## src/rtl/audio_fifo_ctrl.sv

```systemverilog
// audio_fifo_ctrl: 16-entry stereo sample FIFO controller around an external
// 16x8 dual-port SRAM. Port 1 of the SRAM is write-only and port 2 is read-only.
// The SRAM registers its read data, and that register serves as the output
// stage, so out_data is sram_o2 with no extra flop.
//
// Optional feature: define AUDIO_FIFO_CTRL_DROP_CNT_EN to add drop_cnt, a
// saturating count of cycles where an offered sample was refused.
//
// Ports
//   clk, rst_n            clock; asynchronous active-low reset
//   in_valid/in_data      upstream samples (even index = L, odd index = R)
//   in_ready              high while count < 16
//   out_valid/out_data    sample held in the SRAM read register
//   out_ch                0 = L, 1 = R (bit 0 of the read address)
//   out_ready             downstream accept
//   count, afull          occupancy not yet read, and count >= AFULL_THR
//   sram_*1               SRAM port 1 (write)
//   sram_*2, sram_o2      SRAM port 2 (read)
//   drop_cnt              refused-sample counter (optional)
module audio_fifo_ctrl #(
   parameter int unsigned AFULL_THR = 12
) (
   input  logic       clk,
   input  logic       rst_n,
   input  logic       in_valid,
   input  logic [7:0] in_data,
   output logic       in_ready,
   output logic       out_valid,
   output logic [7:0] out_data,
   output logic       out_ch,
   input  logic       out_ready,
   output logic [4:0] count,
   output logic       afull,
   output logic [3:0] sram_a1,
   output logic [7:0] sram_i1,
   output logic       sram_csb1,
   output logic       sram_web1,
   output logic       sram_oeb1,
   output logic [3:0] sram_a2,
   output logic       sram_csb2,
   output logic       sram_web2,
   output logic       sram_oeb2,
`ifdef AUDIO_FIFO_CTRL_DROP_CNT_EN
   output logic [7:0] drop_cnt,
`endif
   input  logic [7:0] sram_o2
);

   localparam int unsigned PTR_W = 4;
   localparam int unsigned CNT_W = 5;
   localparam int unsigned DEPTH = 16;

   logic [PTR_W-1:0] wr_ptr_q, wr_ptr_d;
   logic [PTR_W-1:0] rd_ptr_q, rd_ptr_d;
   logic [CNT_W-1:0] count_q, count_d;
   logic             out_valid_q, out_valid_d;
   logic             out_ch_q, out_ch_d;
   logic             afull_q, afull_d;
   logic             in_ready_q, in_ready_d;
   logic             wr_en_c;
   logic             rd_en_c;

   // Write/read qualification; rst_n keeps both SRAM ports idle during reset
   always_comb begin
      wr_en_c = rst_n & in_valid & in_ready_q;
      rd_en_c = rst_n & (count_q != '0) & (~out_valid_q | out_ready);
   end

   // Next-state for pointers, occupancy and output-stage flags
   always_comb begin
      wr_ptr_d    = wr_ptr_q;
      rd_ptr_d    = rd_ptr_q;
      count_d     = count_q;
      out_valid_d = out_valid_q;
      out_ch_d    = out_ch_q;

      if (wr_en_c) wr_ptr_d = wr_ptr_q + PTR_W'(1);
      if (rd_en_c) rd_ptr_d = rd_ptr_q + PTR_W'(1);

      case ({wr_en_c, rd_en_c})
         2'b10:   count_d = count_q + CNT_W'(1);
         2'b01:   count_d = count_q - CNT_W'(1);
         default: count_d = count_q;
      endcase

      // A consume and a new issue in the same cycle keep out_valid high
      if (rd_en_c) begin
         out_valid_d = 1'b1;
         out_ch_d    = rd_ptr_q[0];
      end else if (out_valid_q && out_ready) begin
         out_valid_d = 1'b0;
      end

      // Flags are computed from the next count so they track count exactly
      afull_d    = (count_d >= CNT_W'(AFULL_THR));
      in_ready_d = (count_d < CNT_W'(DEPTH));
   end

   // State register
   always_ff @(posedge clk or negedge rst_n) begin
      if (!rst_n) begin
         wr_ptr_q    <= '0;
         rd_ptr_q    <= '0;
         count_q     <= '0;
         out_valid_q <= 1'b0;
         out_ch_q    <= 1'b0;
         afull_q     <= 1'b0;
         in_ready_q  <= 1'b1;
      end else begin
         wr_ptr_q    <= wr_ptr_d;
         rd_ptr_q    <= rd_ptr_d;
         count_q     <= count_d;
         out_valid_q <= out_valid_d;
         out_ch_q    <= out_ch_d;
         afull_q     <= afull_d;
         in_ready_q  <= in_ready_d;
      end
   end

`ifdef AUDIO_FIFO_CTRL_DROP_CNT_EN
   logic [7:0] drop_cnt_q, drop_cnt_d;

   // Saturating count of refused offers
   always_comb begin
      drop_cnt_d = drop_cnt_q;
      if (in_valid && !in_ready_q && (drop_cnt_q != 8'hFF))
         drop_cnt_d = drop_cnt_q + 8'(1);
   end

   always_ff @(posedge clk or negedge rst_n) begin
      if (!rst_n) drop_cnt_q <= '0;
      else        drop_cnt_q <= drop_cnt_d;
   end

   assign drop_cnt = drop_cnt_q;
`endif

   // Status outputs
   assign in_ready  = in_ready_q;
   assign out_valid = out_valid_q;
   assign out_ch    = out_ch_q;
   assign count     = count_q;
   assign afull     = afull_q;
   assign out_data  = sram_o2;

   // SRAM port 1: write-only
   assign sram_a1   = wr_ptr_q;
   assign sram_i1   = in_data;
   assign sram_csb1 = ~wr_en_c;
   assign sram_web1 = ~wr_en_c;
   assign sram_oeb1 = 1'b1;

   // SRAM port 2: read-only
   assign sram_a2   = rd_ptr_q;
   assign sram_csb2 = ~rd_en_c;
   assign sram_oeb2 = ~rd_en_c;
   assign sram_web2 = 1'b1;

endmodule

```

## config.mk

```make
export PLATFORM = sky130hd
export DESIGN_NAME = audio_fifo_ctrl
export DESIGN_NICKNAME = d
export VERILOG_FILES = /design/src/rtl/audio_fifo_ctrl.sv
export SDC_FILE = /design/constraint.sdc
export NUM_CORES = 1
export LEC_CHECK = 0
export BUFFER_PORTS_ARGS = -buffer_cell sky130_fd_sc_hd__buf_2
export CAP_MARGIN = 20
export CORE_UTILIZATION = 47
export DETAILED_ROUTE_END_ITERATION = 16
export PLACE_DENSITY = 0.84
export RECOVER_POWER = 50
export SLEW_MARGIN = 10
export SYNTH_ARGS = -nofsm -noshare
export SYNTH_HDL_FRONTEND = slang
export SYNTH_SLANG_ARGS = --single-unit
```

## constraint.sdc

```tcl
create_clock -name clk -period 7 [get_ports clk]
set_clock_uncertainty 0.2 [all_clocks]
set_input_delay 1.05 -clock clk [delete_from_list [all_inputs] [get_ports clk]]
set_output_delay 1.05 -clock clk [all_outputs]
set_load 0.03 [all_outputs]
```

==> out/results.txt, run 1 <==
Req. time, crit path -> 6960 ps
# DRC -> 0
Clock Sinks -> 17
RSZ-0062 raised after global routing -> no
wire length on met2 -> 693 um
vias per inst -> 5.14
synthesized area per cell -> 10.3 um2
Hold Path Stages -> 1
outcome -> complete, no violations
routability congestion estimate -> 0.783
drt wl/cell -> 12.0 um
layout cells sized above 1 -> 20.0%
Final Max Tran Viols -> 0
pin count of the biggest net entering global routing -> 22
nets@finish -> 138
hold endpoint -> sram_a1[3]$_DFFE_PN0P_
Slew Limit Headroom -> 34.2%
part of the cycle the worst path needs -> 58.0%
leakage power -> 0.494 nW
IO Port Bufs -> 24
Starting Density -> 52.0%
first-pass GRT wire length -> 2.77 mm
Root Buffer -> clkbuf_4
upper clock frequency limit -> 0.246 GHz
GRT overflow -> 0
Worst Path Arrival -> 4010 ps
full die area -> 2430 um2
RR Startpoint -> count[2]$_DFF_PN0_
total track usage -> 15.2%
Std-Cell Rows -> 16
Synth Instances -> 102
post-cts hold buffer count -> 0
Hold Crit Class -> reg2reg
Seq cells post-synth -> 17
DRT iter0 DRCs -> 7
Post-DP HPWL -> 1.26 mm
reg-to-reg setup timing slack -> 3410 ps
CTS Buf Count -> 3
setup TNS -> 0 ps
Die W -> 49.3 um
min Tclk post-route -> 4060 ps
Initial DRT Pass Iterations -> 4
critical-path maximum fanout -> 21
commonest cells after routing, fill and taps aside -> dfrtp_1, buf_2, clkbuf_1
post-route ant nets -> 0
R2R cell count -> 9
sequential area share after synthesis -> 40.6%
H-tree depth -> 1
CP Capture Type -> flop
post-layout util -> 51.7%
Hold Vio Cnt, Final -> 0
TritonCTS clock tree -> built
FF-to-FF End -> afull$_DFF_PN0_
# setup viols final -> 0
core area -> 2020 um2
Worst-Margin Slew -> 986 ps
Post-CTS Setup Repair Bufs -> 0
Cell Area, Synth -> 1050 um2
Post-CTS Resized -> 0
synth unique cells -> 33
synthesis warning total -> 0
top routing layer used -> met4
met1 WL -> 729 um
DR WL met3 -> 153 um
maximum vdd drop -> 0.242 mV
Top Ports -> 59
die height -> 49.3 um
Crit Path Class -> in2reg
Startpoint Class -> input pin
vias -> 704
final wirelength -> 1.65 mm
area grow syn2layout -> -0.476%
hold_sp -> sram_a1[3]$_DFFE_PN0P_
initial antenna violation count -> 0
Longest Clk Path Bufs -> 2
Max Cap Viol -> 0
vias in the first global route -> 641
worst skew pair latency -> 280 ps
clock-pin slew on the worst setup and hold paths -> 90 ps
power per cell area -> 540 nW/um2
Diodes inserted -> 0
commonest non-fill, non-tap cell in the layout -> dfrtp_1
## flip-flops by register name (all words and copies together) (netlist names)
register   cells
afull          1
in_ready       1
sram_a2        4
sram_a1        4
count          5
out_ch         1
out_valid      1
## critical path, cell delays in order
cell       delay, ps
clkbuf_1         720
o211ai_1         530
inv_1            160
ha_1             340
ha_1             320
nor2b_1          170
or4_1            460
nand4_1          140
o2111ai_1        130
## cells by family after synthesis
group           share of synthesized area [%]
mux                                      4.88
other cells                             0.357
flops                                    40.6
xor+xnor                                 6.67
buf+inv                                  16.4
simple gates                             15.0
fa+ha+maj                                9.05
compound gates                           7.02
## synth_stat cells (all sizes together)
cell type / n / area (um2)
buf: 20 / 150
nor2b: 2 / 12.5
ha: 6 / 75.1
or2: 1 / 6.26
dfstp: 1 / 26.3
mux2: 3 / 41.3
and2: 1 / 6.26
inv: 5 / 18.8
conb: 1 / 3.75
or4: 2 / 18.8
o2111ai: 1 / 8.76
or3: 1 / 6.26
xnor2: 4 / 35.0
xor2: 4 / 35.0
clkbuf: 1 / 3.75
nor4b: 1 / 8.76
dfrtp: 16 / 400
nand2b: 2 / 12.5
nand3: 4 / 20.0
nand2: 6 / 22.5
o211ai: 1 / 21.3
nor3b: 1 / 7.51
o22ai: 1 / 6.26
nor2: 5 / 18.8
mux2i: 1 / 10.0
o21ai: 4 / 20.0
a21oi: 2 / 10.0
a21o: 1 / 7.51
fa: 1 / 20.0
nand4: 2 / 12.5
nor3: 1 / 5.00
## stage by stage
stage	power, mW	hold slack, ps	cell area, um2	cells	worst slack (ps)
4_1_cts	0.589	273	1080	137	3570
5_1_grt	0.609	304	1050	137	2460
3_5_place_dp	0.537	261	1050	133	3270
6_report	0.565	272	1050	137	2940
3_3_place_gp	0.526	252	1050	133	3380
2_1_floorplan	0.469	424	1050	103	3630
## layer usage
layer | up-vias | global-route usage (%)
met4 | 0 | 11.8
met1 | 315 | 18.3
met2 | 33 | 22.6
li1 | 337 | -
met3 | 19 | 4.36
met5 | - | 0
## where the power goes
part           switching (mW)  leakage [nW]  internal (mW)
sequential             0.0500         0.201          0.150
combinational           0.206         0.278          0.109
clock                  0.0279        0.0150         0.0221
## final cells by class
type,instances,area [um2]
flip-flops and latches,17,427
inverters,5,18.8
multi-input cells,60,434
fillers,202,976
repair buffers,24,106
well taps,27,33.8
clock buffers,4,26.3
## how the worst max path moves through the flow
stage	startpoint	slack, ps	end	cells past startpoint
2_1_floorplan	count[2]$_DFF_PN0_	3630	afull$_DFF_PN0_	9
3_3_place_gp	rst_n	3380	afull$_DFF_PN0_	8
3_5_place_dp	rst_n	3270	afull$_DFF_PN0_	8
4_1_cts	rst_n	3570	afull$_DFF_PN0_	8
5_1_grt	rst_n	2460	afull$_DFF_PN0_	10
6_report	rst_n	2940	afull$_DFF_PN0_	9
Note: power is estimated with default switching activity, not from simulation.
==> inputs of run 2 (changes only) <==
--- a/config.mk
+++ b/config.mk
@@ -5,11 +5,12 @@
 export SDC_FILE = /design/constraint.sdc
 export NUM_CORES = 1
 export LEC_CHECK = 0
+export ABC_AREA = 1
 export BUFFER_PORTS_ARGS = -buffer_cell sky130_fd_sc_hd__buf_2
 export CAP_MARGIN = 20
-export CORE_UTILIZATION = 47
+export CORE_UTILIZATION = 43
 export DETAILED_ROUTE_END_ITERATION = 16
-export PLACE_DENSITY = 0.84
+export PLACE_DENSITY = 0.78
 export RECOVER_POWER = 50
 export SLEW_MARGIN = 10
 export SYNTH_ARGS = -nofsm -noshare
==> constraint.sdc (replaced) <==
create_clock -name clk -period 4.1 [get_ports clk]
set_clock_uncertainty 0.2 [all_clocks]
set_input_delay 0.615 -clock clk [delete_from_list [all_inputs] [get_ports clk]]
set_output_delay 0.615 -clock clk [all_outputs]
set_load 0.03 [all_outputs]
==> run 2 against run 1 <==
  * Sequential power increased by 64%
  * Cell count increased by 8.8%
  * Critical path depth increased by 1
  * Clock-buffer cell count decreased by 1
  * Design area increased by 1.6%
  * Critical path type unchanged
  * Clock power increased by 74%
  * First-iteration DRC count decreased by 43%
==> out/results.txt, run 2 <==
outcome -> complete, no violations
top cell type's share of synthesized area -> 38.6% (+0.46 points)
Multi-input gate area -> 408 um2 (-6.1%)
area grow syn2layout -> 2.29%
leakage power -> 0.570 nW (+15%)
min Tclk post-route -> 2950 ps
fin cells -> 149 (+8.8%)
vias in the first global route -> 669 (+4.4%)
GRT overflow -> 0 (unchanged)
initial antenna violation count -> 0 (unchanged)
Cell Area, Synth -> 1040 um2 (-1.2%)
number of synthesized flops with an enable pin -> 0 (unchanged)
synthesized area per cell -> 9.27 um2 (-10%)
Seq cells post-synth -> 17 (unchanged)
post-cts hold buffer count -> 0 (unchanged)
commonest cells after routing, fill and taps aside -> buf_2, nand2_1, dfrtp_1
TritonCTS clock tree -> built
Critical-path top delay cell -> nand3_1
crit-path cells -> buf_2 > nand3_1 > inv_2 > ha_1 > inv_1 > fa_1 > or2_1 > a31oi_2 > nand3_1 > nand2_1
Post-DP HPWL -> 1.30 mm (+2.9%)
critical-path maximum fanout -> 20 (-4.8%)
Startpoint Class -> input pin
Req. time, crit path -> 4130 ps (-2830 ps)
CP Capture Type -> flop
Final Max Tran Viols -> 0 (unchanged)
die height -> 51.1 um (+3.8%)
Seq pwr share -> 33.8% (-1.6 points)
ys flop type -> dfrtp_1
H-tree depth -> 1 (unchanged)
Starting Density -> 46.1% (-5.9 points)
Hold Crit Class -> in2async
part of the cycle the worst path needs -> 71.9%
upper clock frequency limit -> 0.339 GHz
synthesis warning total -> 0 (unchanged)
routability congestion estimate -> 0.815 (+4.2%)
Hold Vio Cnt, Final -> 0 (unchanged)
top cells by area, synth -> dfrtp_1, buf_4, nand2_1, ha_1, nand3_1
Max Cap Viol -> 0 (unchanged)
Worst Path Arrival -> 2980 ps (-1030 ps)
Placed Area -> 1050 um2 (-0.71%)
Clock power frac -> 8.9% (about the same)
Clock Sinks -> 17 (unchanged)
RSZ-0062 raised after global routing -> no
Switch Pwr -> 496 uW (+74%)
final wirelength -> 1.68 mm (+1.9%)
maximum vdd drop -> 0.383 mV (+58%)
most used cell, CP -> nand3_1
power per cell area -> 918 nW/um2 (+70%)
commonest non-fill, non-tap cell in the layout -> buf_2
fill count -> 233 (+15%)
full die area -> 2620 um2 (+7.7%)
max reg flops -> 5 (unchanged)
Top delay family on crit path -> simple AND/OR/NAND/NOR gates
Root Buffer -> clkbuf_4
slowest cell delay on critical path -> 440 ps (-280 ps)
Die W -> 51.1 um (+3.8%)
Longest Clk Path Bufs -> 2 (unchanged)
Comb power frac -> 57.3% (+1.5 points)
Initial DRT Pass Iterations -> 4 (unchanged)
most frequent cell after synthesis -> nand2_1
final total power -> 975 uW (+73%)
first-pass GRT wire length -> 2.95 mm (+6.5%)
layout cells sized above 1 -> 29.8% (+9.8 points)
clock-pin slew on the worst setup and hold paths -> 90 ps (about the same)
# DRC -> 0 (unchanged)
CTS Buf Count -> 3 (unchanged)
vias per inst -> 4.78 (-7.0%)
post-route ant nets -> 0 (unchanged)
Top Ports -> 59 (unchanged)
setup TNS -> 0 ps (unchanged)
synth unique cells -> 25 (-24%)
Final Cell Area -> 1060 um2 (+1.6%)
total track usage -> 15.5% (+0.27 points)
Crit Path Class -> in2reg
core area -> 2250 um2 (+12%)
Diodes inserted -> 0 (unchanged)
drt wl/cell -> 11.3 um (-6.3%)
worst skew pair latency -> 280 ps (about the same)
DRT iter0 DRCs -> 4 (-3)
Post-CTS Resized -> 0 (unchanged)
Inst Count DP -> 145 (+9.0%)
# setup viols final -> 0 (unchanged)
dominant cell type by area after synthesis -> dfrtp_1
Sw Share -> 50.9% (+0.54 points)
asr flop ratio synth -> 100% (unchanged)
Internal -> 479 uW (+71%)
Std-Cell Rows -> 17 (+1)
IO Port Bufs -> 24 (unchanged)
Synth Instances -> 112 (+9.8%)
vias -> 712 (+1.1%)
pin count of the biggest net entering global routing -> 21 (-4.5%)
buffer and inverter count on the worst path -> 3 (+1)
sequential cell area -> 427 um2 (unchanged)
Post-CTS Setup Repair Bufs -> 0 (unchanged)
Post-synth top cells -> nand2_1, buf_4, dfrtp_1
sequential area share after synthesis -> 41.1% (+0.49 points)
nets@finish -> 149 (+8.0%)
-- run 2: logic make-up (layout without fill, tap and decap cells) --
family                   after synthesis  after routing  share of synthesized area (%)
XOR/XNOR                               7              7                           5.90
multiplexers                           1              1                           1.45
flip-flops                            17             17                           41.1
other                                  1              2                          0.361
AND/OR/NAND/NOR                       41             41                           19.6
buffers and inverters                 32             40                           18.8
adder cells (fa/ha/maj)                7              7                           9.16
AO/OA/AOI/OAI                          6              6                           3.61
-- run 2: worst paths after layout --
kind                                         from  cells after the start  slack (ps)                      to
setup / recovery                            rst_n                     10        1150         afull$_DFF_PN0_
hold / removal                              rst_n                      1          50  sram_a1[3]$_DFFE_PN0P_
setup reg to reg               count[1]$_DFF_PN0_                     11        1370         afull$_DFF_PN0_
hold reg to reg            sram_a1[3]$_DFFE_PN0P_                      1         270  sram_a1[3]$_DFFE_PN0P_
max in group asynchronous                   rst_n                      1        3310      in_ready$_DFF_PN1_
min in group clk           sram_a1[3]$_DFFE_PN0P_                      1         270  sram_a1[3]$_DFFE_PN0P_
-- run 2: power groups by stage --
stage               Clock (mW)  Combinational [mW]  Sequential, mW
CTS                     0.0926               0.567           0.331
global route            0.0996               0.620           0.345
global placement             0               0.551           0.330
detailed placement           0               0.565           0.333
floorplan                    0               0.303           0.482
finish                  0.0871               0.559           0.329
-- run 2: worst reg2reg max path, stage by stage (launching register included) --
cell     delay, ps
dfrtp_1        410
inv_1          100
nand4_2         90
nand3_1        330
inv_2          180
ha_1           270
inv_1          100
fa_1           420
or2_1          250
a31oi_2        170
nand3_1        100
nand2_1         70
-- run 2: final cells by class --
type | count | area share, %
clock buffer | 3 | 2.12
sequential | 17 | 40.2
tap | 28 | 3.30
multi-input combinational | 64 | 38.4
clock inverter | 1 | 0.471
timing repair buffer | 24 | 11.3
inverter | 12 | 4.24
-- run 2: metal layers --
layer	routed length [um]	track usage (%)	up-vias
met3	152	5.65	6
met5	0	0	-
met4	12	8.33	0
met1	777	18.9	330
li1	-	-	349
met2	737	23.5	27
-- run 2: through the flow --
step / util [%] / hold WS, ps / setup WS [ps]
after floorplan: - / 119 / 1570
after global placement: 46.4 / 251 / 1200
after detailed placement: 46.4 / 260 / 1070
after CTS: 47.7 / 69.0 / 1400
after global routing: 47.1 / 69.5 / 867
final: 47.1 / 53.4 / 1150
==> inputs of run 3 (changes only) <==
--- a/config.mk
+++ b/config.mk
@@ -8,9 +8,9 @@
 export ABC_AREA = 1
 export BUFFER_PORTS_ARGS = -buffer_cell sky130_fd_sc_hd__buf_2
 export CAP_MARGIN = 20
-export CORE_UTILIZATION = 43
+export CORE_UTILIZATION = 39
 export DETAILED_ROUTE_END_ITERATION = 16
-export PLACE_DENSITY = 0.78
+export PLACE_DENSITY = 0.75
 export RECOVER_POWER = 50
 export SLEW_MARGIN = 10
 export SYNTH_ARGS = -nofsm -noshare
==> constraint.sdc (replaced) <==
create_clock -name clk -period 2.7 [get_ports clk]
set_clock_uncertainty 0.2 [all_clocks]
set_input_delay 0.405 -clock clk [delete_from_list [all_inputs] [get_ports clk]]
set_output_delay 0.405 -clock clk [all_outputs]
set_load 0.03 [all_outputs]
==> run 3 against run 2 <==
  * First-iteration DRC count increased to 3.0 times the previous value
  * Critical path type is now reg2reg
  * Clock power increased by 54%
  * Combinational power increased by 55%
  * Setup slack got worse by 920 ps
  * Die area increased by 9.8%
  * Largest cell class unchanged
  * Flip-flop and latch count unchanged
==> out/results.txt, run 3 (synthesized netlist as in run 2, its figures left out) <==
commonest cells after routing, fill and taps aside -> buf_2, nand2_1, dfrtp_1
vias in the first global route -> 688 (+2.8%)
post-layout util -> 43.7% (-3.4 points)
initial antenna violation count -> 0 (unchanged)
Hold Crit Class -> in2reg
# setup viols final -> 0 (unchanged)
critical-path maximum fanout -> 11 (-45%)
first-pass GRT wire length -> 3.17 mm (+7.2%)
Initial DRT Pass Iterations -> 4 (unchanged)
Critical-path top delay cell -> dfrtp_1
Hold Vio Cnt, Final -> 0 (unchanged)
Max Cap Viol -> 0 (unchanged)
total track usage -> 16.0% (+0.56 points)
most used cell, CP -> inv_1
Starting Density -> 41.5% (-4.5 points)
core area -> 2500 um2 (+11%)
# DRC -> 0 (unchanged)
TritonCTS clock tree -> built
GRT overflow -> 0 (unchanged)
crit-path cells -> inv_1 > nand4_2 > nand3_4 > inv_2 > ha_2 > inv_1 > fa_1 > or2_1 > a31oi_2 > nand3_1 > nand2_1
Top delay family on crit path -> simple AND/OR/NAND/NOR gates
nets@finish -> 152 (+2.0%)
routability congestion estimate -> 0.817 (+0.16%)
upper clock frequency limit -> 0.406 GHz
RSZ-0062 raised after global routing -> no
min Tclk post-route -> 2460 ps
max reg flops -> 5 (unchanged)
power per cell area -> 1380 nW/um2 (+50%)
post-route ant nets -> 0 (unchanged)
Startpoint Class -> flop
slowest cell delay on critical path -> 450 ps (about the same)
post-route setup slack -> 236 ps (-917 ps)
part of the cycle the worst path needs -> 91.2%
vias -> 727 (+2.1%)
Worst Path Arrival -> 2490 ps (-490 ps)
pin count of the biggest net entering global routing -> 12 (-43%)
CTS Buf Count -> 3 (unchanged)
Top Ports -> 59 (unchanged)
commonest non-fill, non-tap cell in the layout -> buf_2
DP Worst Slack -> 219 ps (-855 ps)
Fin Hold WS -> 202 ps (+148 ps)
area grow syn2layout -> 5.18%
IO Port Bufs -> 24 (unchanged)
Post-DP HPWL -> 1.46 mm (+12%)
outcome -> complete, no violations
final wirelength -> 1.88 mm (+12%)
clock-pin slew on the worst setup and hold paths -> 100 ps (about the same)
DRT iter0 DRCs -> 12 (+8)
worst skew pair latency -> 300 ps (+20 ps)
Final Max Tran Viols -> 0 (unchanged)
drt wl/cell -> 12.2 um (+8.2%)
Std-Cell Rows -> 18 (+1)
Diodes inserted -> 0 (unchanged)
Root Buffer -> clkbuf_4
final total power -> 1.51 mW (+55%)
CP Capture Type -> flop
Req. time, crit path -> 2730 ps (-1400 ps)
leakage power -> 0.574 nW (+0.68%)
setup TNS -> 0 ps (unchanged)
buffer and inverter count on the worst path -> 3 (unchanged)
Crit Path Class -> reg2reg
full die area -> 2870 um2 (+9.8%)
Clock Sinks -> 17 (unchanged)
die height -> 53.6 um (+4.8%)
layout cells sized above 1 -> 29.8% (+0.087 points)
Longest Clk Path Bufs -> 2 (unchanged)
vias per inst -> 4.72 (-1.2%)
H-tree depth -> 1 (unchanged)
maximum vdd drop -> 0.646 mV (+69%)
Die W -> 53.6 um (+4.8%)
[run 3: worst paths after layout]
path,cells after the start,end,slack (ps),startpoint
max,11,afull$_DFF_PN0_,240,count[1]$_DFF_PN0_
max in group asynchronous,3,sram_a2[0]$_DFFE_PN0N_,1200,rst_n
min reg2reg,1,sram_a1[3]$_DFFE_PN0P_,290,sram_a1[3]$_DFFE_PN0P_
min in group asynchronous,2,out_valid$_DFFE_PN0P_,430,rst_n
max reg2reg,11,afull$_DFF_PN0_,240,count[1]$_DFF_PN0_
min,3,sram_a1[2]$_DFFE_PN0P_,200,in_valid
[run 3: metal layers]
| metal | track usage, % | part of all wire (%) | wire length [um] | vias up |
|---|---|---|---|---|
| met2 | 25.4 | 51 | 957 | 22 |
| met5 | 0 | 0 | 0 | - |
| li1 | - | - | - | 356 |
| met4 | 8.33 | 2.1 | 39 | 0 |
| met3 | 5.93 | 6.9 | 130 | 10 |
| met1 | 18.8 | 40 | 753 | 339 |
[run 3: metrics by stage]
step           area (um2)  instances
2_1_floorplan        1040        113
3_3_place_gp         1060        149
3_5_place_dp         1060        149
4_1_cts              1100        154
5_1_grt              1090        154
6_report             1090        154
[run 3: worst min-delay path, delay by kind of cell]
| kind | cells | cell delay (ps) |
|---|---|---|
| XOR/XNOR | 1 | 60 |
| buffers and inverters | 1 | 110 |
| AND/OR/NAND/NOR | 1 | 90 |
[run 3: report_power, final]
part	leakage, nW	switching (mW)	total [mW]	internal [mW]
combinational	0.356	0.570	0.866	0.296
clock	0.0177	0.0791	0.134	0.0551
sequential	0.201	0.122	0.507	0.386
total	0.574	0.771	1.51	0.737
[run 3: what timing repair did]
action / in CTS / in global routing
hold buffers: 1 / 0
hold endpoints to repair: 16 / 0
setup endpoints to repair: 0 / 1
buffers inserted: 0 / 0
resized for setup: 0 / 2
[run 3: final cells by class]
class | instances | area, um2
clock buffers | 3 | 22.5
clock inverters | 1 | 5.00
repair buffers | 27 | 136
inverters | 12 | 45.0
multi-input cells | 64 | 418
well taps | 30 | 37.5
fillers | 236 | 1410
flip-flops and latches | 17 | 428
